--- src/rtl/rv32m_pkg.sv ---
// Shared definitions for the RV32M multiply/divide unit.
//   md_op_e      : funct3 encoding of the M-extension operations
//   md_state_e   : sequencing states of md_unit
//   XLEN_MIN_NEG : most negative XLEN-bit value, the signed-overflow dividend
//   is_div / a_is_signed / b_is_signed : operation classification helpers
package rv32m_pkg;

  localparam int unsigned XLEN_DEF = 32;

  localparam logic [XLEN_DEF-1:0] XLEN_MIN_NEG = 32'h8000_0000;

  typedef enum logic [2:0] {
    OP_MUL    = 3'b000,
    OP_MULH   = 3'b001,
    OP_MULHSU = 3'b010,
    OP_MULHU  = 3'b011,
    OP_DIV    = 3'b100,
    OP_DIVU   = 3'b101,
    OP_REM    = 3'b110,
    OP_REMU   = 3'b111
  } md_op_e;

  typedef enum logic [1:0] {
    ST_IDLE,
    ST_CALC,
    ST_FIX,
    ST_DONE
  } md_state_e;

  function automatic logic is_div(md_op_e op);
    return op[2];
  endfunction

  // MUL works on raw bits: the low product word does not depend on signedness.
  function automatic logic a_is_signed(md_op_e op);
    return (op == OP_MULH) || (op == OP_MULHSU) || (op == OP_DIV) || (op == OP_REM);
  endfunction

  function automatic logic b_is_signed(md_op_e op);
    return (op == OP_MULH) || (op == OP_DIV) || (op == OP_REM);
  endfunction

endpackage

--- src/rtl/md_divider_core.sv ---
// Restoring divider datapath, one quotient bit per step on unsigned magnitudes.
//   clk_i, rst_ni : clock, asynchronous active-low reset
//   load          : capture dividend/divisor and clear the partial remainder
//   step          : perform one restoring step
//   dividend      : unsigned dividend
//   divisor       : unsigned divisor (nonzero whenever steps are issued)
//   quotient      : quotient after XLEN steps
//   remainder     : remainder after XLEN steps
module md_divider_core #(
  parameter int unsigned XLEN = 32
) (
  input  logic            clk_i,
  input  logic            rst_ni,
  input  logic            load,
  input  logic            step,
  input  logic [XLEN-1:0] dividend,
  input  logic [XLEN-1:0] divisor,
  output logic [XLEN-1:0] quotient,
  output logic [XLEN-1:0] remainder
);

  // The quotient register starts as the dividend; each step shifts one dividend
  // bit out of the top into the partial remainder and one quotient bit in below.
  logic [XLEN-1:0] quo_q;
  logic [XLEN-1:0] rem_q;
  logic [XLEN-1:0] dvs_q;
  logic [XLEN:0]   partial;
  logic [XLEN:0]   trial;

  always_comb begin
    partial = {rem_q, quo_q[XLEN-1]};
    // Bit XLEN of the difference is the borrow: set means "restore".
    trial   = partial - {1'b0, dvs_q};
  end

  // NOTE: datapath registers are reset too, so the unit comes up in a known
  // state after an asynchronous reset rather than carrying stale partial results.
  always_ff @(posedge clk_i or negedge rst_ni) begin
    if (!rst_ni) begin
      // NOTE: all sequential state uses non-blocking assignments so every
      // register samples pre-edge values regardless of statement order.
      quo_q <= '0;
      rem_q <= '0;
      dvs_q <= '0;
    end else if (load) begin
      quo_q <= dividend;
      rem_q <= '0;
      dvs_q <= divisor;
    end else if (step) begin
      rem_q <= trial[XLEN] ? partial[XLEN-1:0] : trial[XLEN-1:0];
      quo_q <= {quo_q[XLEN-2:0], ~trial[XLEN]};
    end
  end

  assign quotient  = quo_q;
  assign remainder = rem_q;

endmodule

--- src/rtl/md_unit.sv ---
// Iterative RV32M multiply/divide unit producing a register-file write.
//   clk_i, rst_ni     : clock, asynchronous active-low reset
//   start_i           : request, sampled only while idle
//   funct3_i          : M-extension operation (md_op_e)
//   rs1_data_i        : operand A (multiplicand / dividend)
//   rs2_data_i        : operand B (multiplier / divisor)
//   rd_addr_i         : destination register
//   kill_i            : abort the in-flight operation
//   busy_o            : operation in flight (accept edge through DONE)
//   done_o            : one-cycle completion pulse
//   rd_wren_o         : register-file write enable (suppressed for x0)
//   rd_addr_o         : destination of the last completed operation
//   rd_data_o         : result of the last completed operation
module md_unit
  import rv32m_pkg::*;
#(
  parameter int unsigned XLEN = XLEN_DEF
) (
  input  logic            clk_i,
  input  logic            rst_ni,
  input  logic            start_i,
  input  logic [2:0]      funct3_i,
  input  logic [XLEN-1:0] rs1_data_i,
  input  logic [XLEN-1:0] rs2_data_i,
  input  logic [4:0]      rd_addr_i,
  input  logic            kill_i,
  output logic            busy_o,
  output logic            done_o,
  output logic            rd_wren_o,
  output logic [4:0]      rd_addr_o,
  output logic [XLEN-1:0] rd_data_o
);

  localparam int unsigned     CNT_W   = $clog2(XLEN);
  localparam logic [XLEN-1:0] MIN_NEG = XLEN_MIN_NEG;

  md_state_e         state_q, state_d;
  logic [CNT_W-1:0]  cnt_q;
  md_op_e            op_q;
  md_op_e            op_in;
  logic [4:0]        addr_q;
  logic              neg_a_q, neg_b_q;
  logic              dz_q, ovf_q;
  logic [XLEN-1:0]   mag_a_q;
  logic [2*XLEN-1:0] prod_q;
  logic [XLEN-1:0]   rd_data_q;
  logic [4:0]        rd_addr_q;

  logic              accept;
  logic              neg_a_in, neg_b_in;
  logic              dz_in, ovf_in;
  logic [XLEN-1:0]   mag_a_in, mag_b_in;
  logic [XLEN:0]     mul_sum;
  logic [XLEN-1:0]   quo, rem;
  logic [2*XLEN-1:0] prod_fix;
  logic [XLEN-1:0]   quo_fix, rem_fix, a_orig;
  logic [XLEN-1:0]   fix_result;

  // ---------------------------------------------------------------- operand decode
  assign op_in  = md_op_e'(funct3_i);
  assign accept = (state_q == ST_IDLE) && start_i;

  always_comb begin
    neg_a_in = a_is_signed(op_in) && rs1_data_i[XLEN-1];
    neg_b_in = b_is_signed(op_in) && rs2_data_i[XLEN-1];
    mag_a_in = neg_a_in ? -rs1_data_i : rs1_data_i;
    mag_b_in = neg_b_in ? -rs2_data_i : rs2_data_i;
    dz_in    = is_div(op_in) && (rs2_data_i == '0);
    ovf_in   = ((op_in == OP_DIV) || (op_in == OP_REM)) &&
               (rs1_data_i == MIN_NEG) && (rs2_data_i == {XLEN{1'b1}});
  end

  // ---------------------------------------------------------------- FSM
  always_ff @(posedge clk_i or negedge rst_ni) begin
    if (!rst_ni) state_q <= ST_IDLE;
    else         state_q <= state_d;
  end

  always_comb begin
    // NOTE: state_d gets a default before the case so no path leaves it
    // unassigned, which would otherwise infer a latch.
    state_d = state_q;
    unique case (state_q)
      ST_IDLE: if (start_i) state_d = (dz_in || ovf_in) ? ST_FIX : ST_CALC;
      ST_CALC: if (cnt_q == CNT_W'(XLEN - 1)) state_d = ST_FIX;
      ST_FIX:  state_d = ST_DONE;
      ST_DONE: state_d = ST_IDLE;
      default: state_d = ST_IDLE;
    endcase
    // A flush wins over everything once an operation is in flight.
    if (kill_i && (state_q != ST_IDLE)) state_d = ST_IDLE;
  end

  // ---------------------------------------------------------------- datapath
  // Shift-add: the low half of prod_q starts as the multiplier and is consumed
  // LSB first while the running sum enters from the top.
  assign mul_sum = {1'b0, prod_q[2*XLEN-1:XLEN]} +
                   (prod_q[0] ? {1'b0, mag_a_q} : {(XLEN+1){1'b0}});

  always_ff @(posedge clk_i or negedge rst_ni) begin
    if (!rst_ni) begin
      cnt_q     <= '0;
      op_q      <= OP_MUL;
      addr_q    <= '0;
      neg_a_q   <= 1'b0;
      neg_b_q   <= 1'b0;
      dz_q      <= 1'b0;
      ovf_q     <= 1'b0;
      mag_a_q   <= '0;
      prod_q    <= '0;
      rd_data_q <= '0;
      rd_addr_q <= '0;
    end else begin
      if (accept) begin
        cnt_q   <= '0;
        op_q    <= op_in;
        addr_q  <= rd_addr_i;
        neg_a_q <= neg_a_in;
        neg_b_q <= neg_b_in;
        dz_q    <= dz_in;
        ovf_q   <= ovf_in;
        mag_a_q <= mag_a_in;
        prod_q  <= {{XLEN{1'b0}}, mag_b_in};
      end else if (state_q == ST_CALC) begin
        cnt_q <= cnt_q + CNT_W'(1);
        if (!is_div(op_q)) prod_q <= {mul_sum, prod_q[XLEN-1:1]};
      end
      // Results are published only by a FIX that is not being flushed.
      if ((state_q == ST_FIX) && !kill_i) begin
        rd_data_q <= fix_result;
        rd_addr_q <= addr_q;
      end
    end
  end

  md_divider_core #(
    .XLEN (XLEN)
  ) u_div (
    .clk_i     (clk_i),
    .rst_ni    (rst_ni),
    .load      (accept),
    .step      ((state_q == ST_CALC) && is_div(op_q)),
    .dividend  (mag_a_in),
    .divisor   (mag_b_in),
    .quotient  (quo),
    .remainder (rem)
  );

  // ---------------------------------------------------------------- sign fix / select
  always_comb begin
    prod_fix   = (neg_a_q ^ neg_b_q) ? -prod_q : prod_q;
    quo_fix    = (neg_a_q ^ neg_b_q) ? -quo : quo;
    rem_fix    = neg_a_q ? -rem : rem;
    // Original A rebuilt from its magnitude, for the remainder-by-zero case.
    a_orig     = neg_a_q ? -mag_a_q : mag_a_q;
    fix_result = '0;
    unique case (op_q)
      OP_MUL:                       fix_result = prod_q[XLEN-1:0];
      OP_MULH, OP_MULHSU, OP_MULHU: fix_result = prod_fix[2*XLEN-1:XLEN];
      OP_DIV, OP_DIVU:              fix_result = dz_q  ? {XLEN{1'b1}} :
                                                 ovf_q ? MIN_NEG : quo_fix;
      OP_REM, OP_REMU:              fix_result = dz_q  ? a_orig :
                                                 ovf_q ? '0 : rem_fix;
      default:                      fix_result = '0;
    endcase
  end

  // ---------------------------------------------------------------- outputs
  assign busy_o    = (state_q != ST_IDLE);
  assign done_o    = (state_q == ST_DONE) && !kill_i;
  assign rd_wren_o = done_o && (rd_addr_q != 5'd0);
  assign rd_addr_o = rd_addr_q;
  assign rd_data_o = rd_data_q;

endmodule

--- config.mk ---
export PLATFORM = sky130hd
export DESIGN_NAME = md_unit
export DESIGN_NICKNAME = d
export VERILOG_FILES = /design/src/rtl/rv32m_pkg.sv /design/src/rtl/md_divider_core.sv /design/src/rtl/md_unit.sv
export SDC_FILE = /design/constraint.sdc
export NUM_CORES = 1
export LEC_CHECK = 0
export BUFFER_PORTS_ARGS = -buffer_cell sky130_fd_sc_hd__clkbuf_2
export CAP_MARGIN = 10
export CORE_MARGIN = 5
export CORE_UTILIZATION = 60
export CTS_CLUSTER_DIAMETER = 30
export DETAILED_ROUTE_END_ITERATION = 16
export GPL_TIMING_DRIVEN = 0
export PLACE_DENSITY = 0.91
export SLEW_MARGIN = 0
export SYNTH_ARGS = -nofsm -noshare
export SYNTH_HDL_FRONTEND = slang
export SYNTH_SLANG_ARGS = --single-unit
--- constraint.sdc ---
create_clock -name clk_i -period 7.05 [get_ports clk_i]
set_input_delay 0.705 -clock clk_i [delete_from_list [all_inputs] [get_ports clk_i]]
set_output_delay 0.705 -clock clk_i [all_outputs]
set_load 0.02 [all_outputs]
# After elaboration in Yosys (flattened, before gate mapping)
# Cells that the tools add are included.
# totals
regBits	248
wordCells	104
# op_classes
n_addsub	9
n_eq_ne	20
mux	27
bitwise_logic	2
n_reduce_logical	31
# op_table
operator	count
$mux W32	15
$mux W64	4
$neg A32 Y32	5
$pmux W32 S4	1
$eq A32 B32 Y1 const B	2
$neg A64 Y64	1
$add A32 B32 Y33	1
$sub A33 B32 Y33	1
$logic_not A32 Y1	1
$eq A3 B3 Y1 const B	6
$logic_and A1 B1 Y1	11
$mux W5	2
$eq A3 B2 Y1 const B	3
$mux W2	4
$pmux W2 S4	1
$logic_or A1 B1 Y1	7
$eq A3 B1 Y1 const B	2
$reduce_bool A2 Y1	3
$add A5 B1 Y5 const B	1
$eq A5 B5 Y1 const B	1
$reduce_bool A5 Y1	1
$eq A2 B2 Y1 const B	2
$reduce_and A2 Y1	2
$reduce_or A2 Y1	2
other kinds (10)	10

# Longest topological paths before layout
# depth
word_depth	9
depth_mapped	16
depth_no_buf	15

# By module
# A second synthesis with hierarchy kept.
# unflattened
cells_unflattened	2474
area_unflattened_um2	19457.4
# modules_own_cells
mod	instances	cells_per_inst	area_each_um2	seq_area_each_um2
md_unit	1	1762	13309.0	3803.6
md_divider_core	1	712	6148.4	2402.3

# Least setup slack after synthesis
# Ideal clock, no wire load.
# synth_timing
path_type	flip-flop to flip-flop
start	register u_div.quo_q[31] (netlist: u_div.quotient[31])
end	register u_div.rem_q[10] (netlist: u_div.remainder[10])
setup_time_ps	99
t_arrival_ps	3734
t_required_ps	6951
path_slack_ps	3217
stages_incl_launch_ff	16
synth_period_minus_slack_ps	3833
path_cell_list	dfrtp_1 inv_1 ha_1 fa_1 nand2b_1 a21oi_1 o21ai_0 o211a_1 o31a_1 o31ai_1 a41o_1 buf_2 xnor2_1 clkbuf_1 nand2_1 a311oi_1
# synth_between
elab_chain_len	4
# synth_rtl
item	line	rtl
start, declared	md_divider_core.sv:24	logic [XLEN-1:0] quo_q;
start signal, assigned	md_divider_core.sv:46	quo_q <= dividend;
start signal, assigned	md_divider_core.sv:51	quo_q <= {quo_q[XLEN-2:0], ~trial[XLEN]};
$sub A33 B32 Y33	md_divider_core.sv:33	trial = partial - {1'b0, dvs_q};
$mux W32	md_divider_core.sv:50	rem_q <= trial[XLEN] ? partial[XLEN-1:0] : trial[XLEN-1:0];
$mux W32	md_divider_core.sv:49	end else if (step) begin
$mux W32	md_divider_core.sv:45	end else if (load) begin
end signal, assigned	md_divider_core.sv:50	
end, declared	md_divider_core.sv:25	logic [XLEN-1:0] rem_q;
# Every way passes these cells. The select of a mux whose other input is x is not followed.
# A chain may end at the register's enable or synchronous reset.

# Final worst setup path
# layout_timing
start	register u_div.quo_q[31] (netlist: u_div.quotient[31])
end	register u_div.rem_q[6] (netlist: u_div.remainder[6])
# Same word-level chain as after synthesis.

==> results.cfg <==
[cts]
clk_pin_slew_ns = 0.06
cts_max_level = 2
cts_setup_buffers = 0
clk_latency_ns = 0.60
cts_resized = 0
clk_path_buf_depth = 3
numClockSinks = 248
holdBufCountCts = 0
cts-root-buf = clkbuf_16
cts_made_buffers = 56
cts_tree = done

[critical_path]
cp-end-kind = register
path_cells = inv_1 -> ha_1 -> fa_1 -> nand2b_1 -> a21oi_1 -> o21ai_0 -> o211a_1 -> o31a_1 -> o31ai_1 -> a41o_1 -> buf_2 -> xnor2_1 -> clkbuf_1 -> nand2_1 -> a311oi_1
reg2reg_depth = 15
slowest_delay_ns = 0.54
critPathLaunchType = register
path_max_fanout = 10
r2r-end = u_div.remainder[6]$_DFFE_PN0P_
cp_slowest_cell = o31ai_1
worstSetupPathType = register to register
r2r-start = u_div.quotient[31]$_DFFE_PN0P_
worstPathRequired_ns = 7.48
r2r_slack_ns = 1.87
critical_path_arrival_ns = 5.61

[synthesis]
syn_area_um2 = 18800
synth_fp_nets = 2563
synth_ff_type = dfrtp_1
ys_seq_area_share_pct = 33.0
async_reset_ff_share_pct = 100
yosys_warnings = 0
syn_area_per_cell_um2 = 7.80
synth_edf_count = 0
synth.distinct_cells = 77
syn_inst = 2408
ys_seq_elements = 248

[floorplanning]
ioPinCount = 116
dieArea_um2 = 34900
coreArea_um2 = 30700
row_count = 64
initial_core_util_pct = 61.1
die_x_um = 187
fp.dieH_um = 187

[placed_design]
dpl-instance-area_um2 = 19900
dp_hpwl_um = 58500
port_buffers = 115
globalplace.congestion = 1.07
preCtsSetupSlack_ns = 2.09

[global_routing]
antenna_found_initial = 4
grt_max_degree = 96
grt_pass1_wl_um = 117000
grt_pass1_vias = 20100
grt_usage_pct = 42.9
grt.overflow.total = 0

[hold_path]
worstHoldPathType = primary input to asynchronous set/reset pin

[power]
power.switching_uw = 6570
power_frac_clock_pct = 21.1
switching_share_pct = 50.7
irDropWorstVdd_mv = 0.269
power.share.sequential_pct = 24.1
leakage_uw = 0.00968
p_int_uw = 6390
p_comb_share_pct = 54.8
powerDensity_nw_per_um2 = 592

[cells_and_area]
layout.nets = 2738
syn2layout_area_growth_pct = 16.7
final_area_um2 = 21900
final_cell_mix = 377 x nand2_1, 286 x a21oi_1, 248 x dfrtp_1
final_common_cell = nand2_1
layout-drive-gt1-share_pct = 9.62

[timing]
rsz0062_at_grt = no
finClkSkew_ns = 0.0494
fin_crit_ns = 5.18
fin_setup_tns_ns = 0
slew_headroom_pct = 14.2
finalHoldViolations = 0
fin_ws_ns = 1.87
worst_pin_slew_ns = 1.29
fin_crit_sh_pct = 73.5
setup_viol = 0
slew_violations = 0
fmax_mhz = 193

[flow_run]
drv_cap = 0

[route]
vias = 20800
wl_per_cell_um = 25.8
wirelength_um = 78200
drtIter0Drc = 3166
drtAntennaViolNets = 0
viasPerCell = 6.89
dr.pass1.iters = 6
drc = 0

[status]
status = finished clean
-- power by group through the flow --
stage / combinational, uW / clock (uW) / sequential (uW)
finish: 7100 / 2730 / 3130
global route: 7540 / 2800 / 3150
CTS: 6820 / 2710 / 3030
detailed placement: 6710 / 0 / 3040
global placement: 6500 / 0 / 3010
floorplan: 4600 / 0 / 2750
-- sequential cells by signal, indices dropped and copies added (netlist names), 2 cells and up --
| name | flops |
|---|---|
| prod_q | 64 |
| mag_a_q | 32 |
| rd_data_o | 32 |
| u_div.dvs_q | 32 |
| u_div.quotient | 32 |
| u_div.remainder | 32 |
| addr_q | 5 |
| cnt_q | 5 |
| rd_addr_o | 5 |
| op_q | 3 |
| state_q | 2 |
-- worst max path at each step --
| stage | start | to | slack [ns] | cells after the start |
|---|---|---|---|---|
| 2_1_floorplan | u_div.quotient[31]$_DFFE_PN0P_ | u_div.remainder[10]$_DFFE_PN0P_ | 3.22 | 15 |
| 3_3_place_gp | rst_ni | addr_q[3]$_DFFE_PN0P_ | 0.27 | 1 |
| 3_5_place_dp | u_div.quotient[31]$_DFFE_PN0P_ | u_div.remainder[6]$_DFFE_PN0P_ | 2.09 | 15 |
| 4_1_cts | u_div.quotient[31]$_DFFE_PN0P_ | u_div.remainder[6]$_DFFE_PN0P_ | 2.03 | 15 |
| 5_1_grt | u_div.quotient[31]$_DFFE_PN0P_ | u_div.remainder[6]$_DFFE_PN0P_ | 1.66 | 15 |
| 6_report | u_div.quotient[31]$_DFFE_PN0P_ | u_div.remainder[6]$_DFFE_PN0P_ | 1.87 | 15 |
-- cell type report --
type / count / area [um^2]
plain buffers: 138 / 599
fillers: 2353 / 8840
diodes: 2 / 5.00
clock buffers: 70 / 1560
repair buffers: 117 / 639
well taps: 396 / 495
flip-flops and latches: 248 / 6210
clock inverters: 34 / 434
inverters: 74 / 278
multi-input cells: 1948 / 11700
-- through the flow --
step | util (%) | total power [uW] | instances | hold slack (ns)
2_1_floorplan | - | 7350 | 2408 | 0.409
3_3_place_gp | 64.6 | 9510 | 2919 | 0.452
3_5_place_dp | 64.8 | 9750 | 2921 | 0.455
4_1_cts | 71.2 | 12600 | 3025 | 0.144
5_1_grt | 71.2 | 13500 | 3025 | 0.179
6_report | 71.3 | 13000 | 3027 | 0.138
-- cell families after synthesis --
logic type,after synthesis,synth area share [%]
mux,11,0.586
fa+ha+maj,79,5.34
compound gates,685,22.3
simple gates,940,23.2
flops,248,33.0
buf+inv,212,4.67
xor+xnor,233,10.9
-- Yosys cell counts (15+ instances only) --
| cell | instances | share of area (%) |
|---|---|---|
| a21o_1 | 30 | 1.2 |
| nand2_1 | 377 | 7.5 |
| a211oi_1 | 17 | 0.68 |
| ha_1 | 77 | 5.1 |
| and2_1 | 39 | 1.3 |
| nor4_1 | 23 | 0.77 |
| o31ai_1 | 40 | 1.6 |
| xnor2_1 | 132 | 6.2 |
| a31oi_1 | 23 | 0.77 |
| nand3_1 | 25 | 0.67 |
| nand4_1 | 17 | 0.57 |
| clkbuf_1 | 114 | 2.3 |
| or4_1 | 16 | 0.64 |
| or3_1 | 26 | 0.87 |
| dfrtp_1 | 248 | 33 |
| and3_1 | 62 | 2.1 |
| inv_1 | 74 | 1.5 |
| a21oi_1 | 286 | 7.6 |
| xor2_1 | 101 | 4.7 |
| nand2b_1 | 27 | 0.90 |
| nor3_1 | 67 | 1.8 |
| o21ai_0 | 138 | 3.7 |
| o21a_1 | 15 | 0.60 |
| o211ai_1 | 18 | 0.72 |
| nor2_1 | 220 | 4.4 |
-- per-layer routing --
layer  track usage (%)  vias to the layer above  routed length [um]  share of wire [%]
met2              65.3                     1630               33600                 43
met1              52.9                     9872               27800                 36
met5                 0                        -                  26              0.033
li1                  -                     8881                   -                  -
met3              11.5                      459                9960                 13
met4              30.4                        4                6870                8.8
-- worst max-delay path: cells and delay by family (launching register included) --
family	cells	cell delay [ns]
AO/OA/AOI/OAI	7	2.31
XOR/XNOR	1	0.45
adder cells (fa/ha/maj)	2	0.63
buffers and inverters	3	0.81
flip-flops	1	0.49
AND/OR/NAND/NOR	2	0.31
No activity file was read; power rests on OpenSTA's default activity.
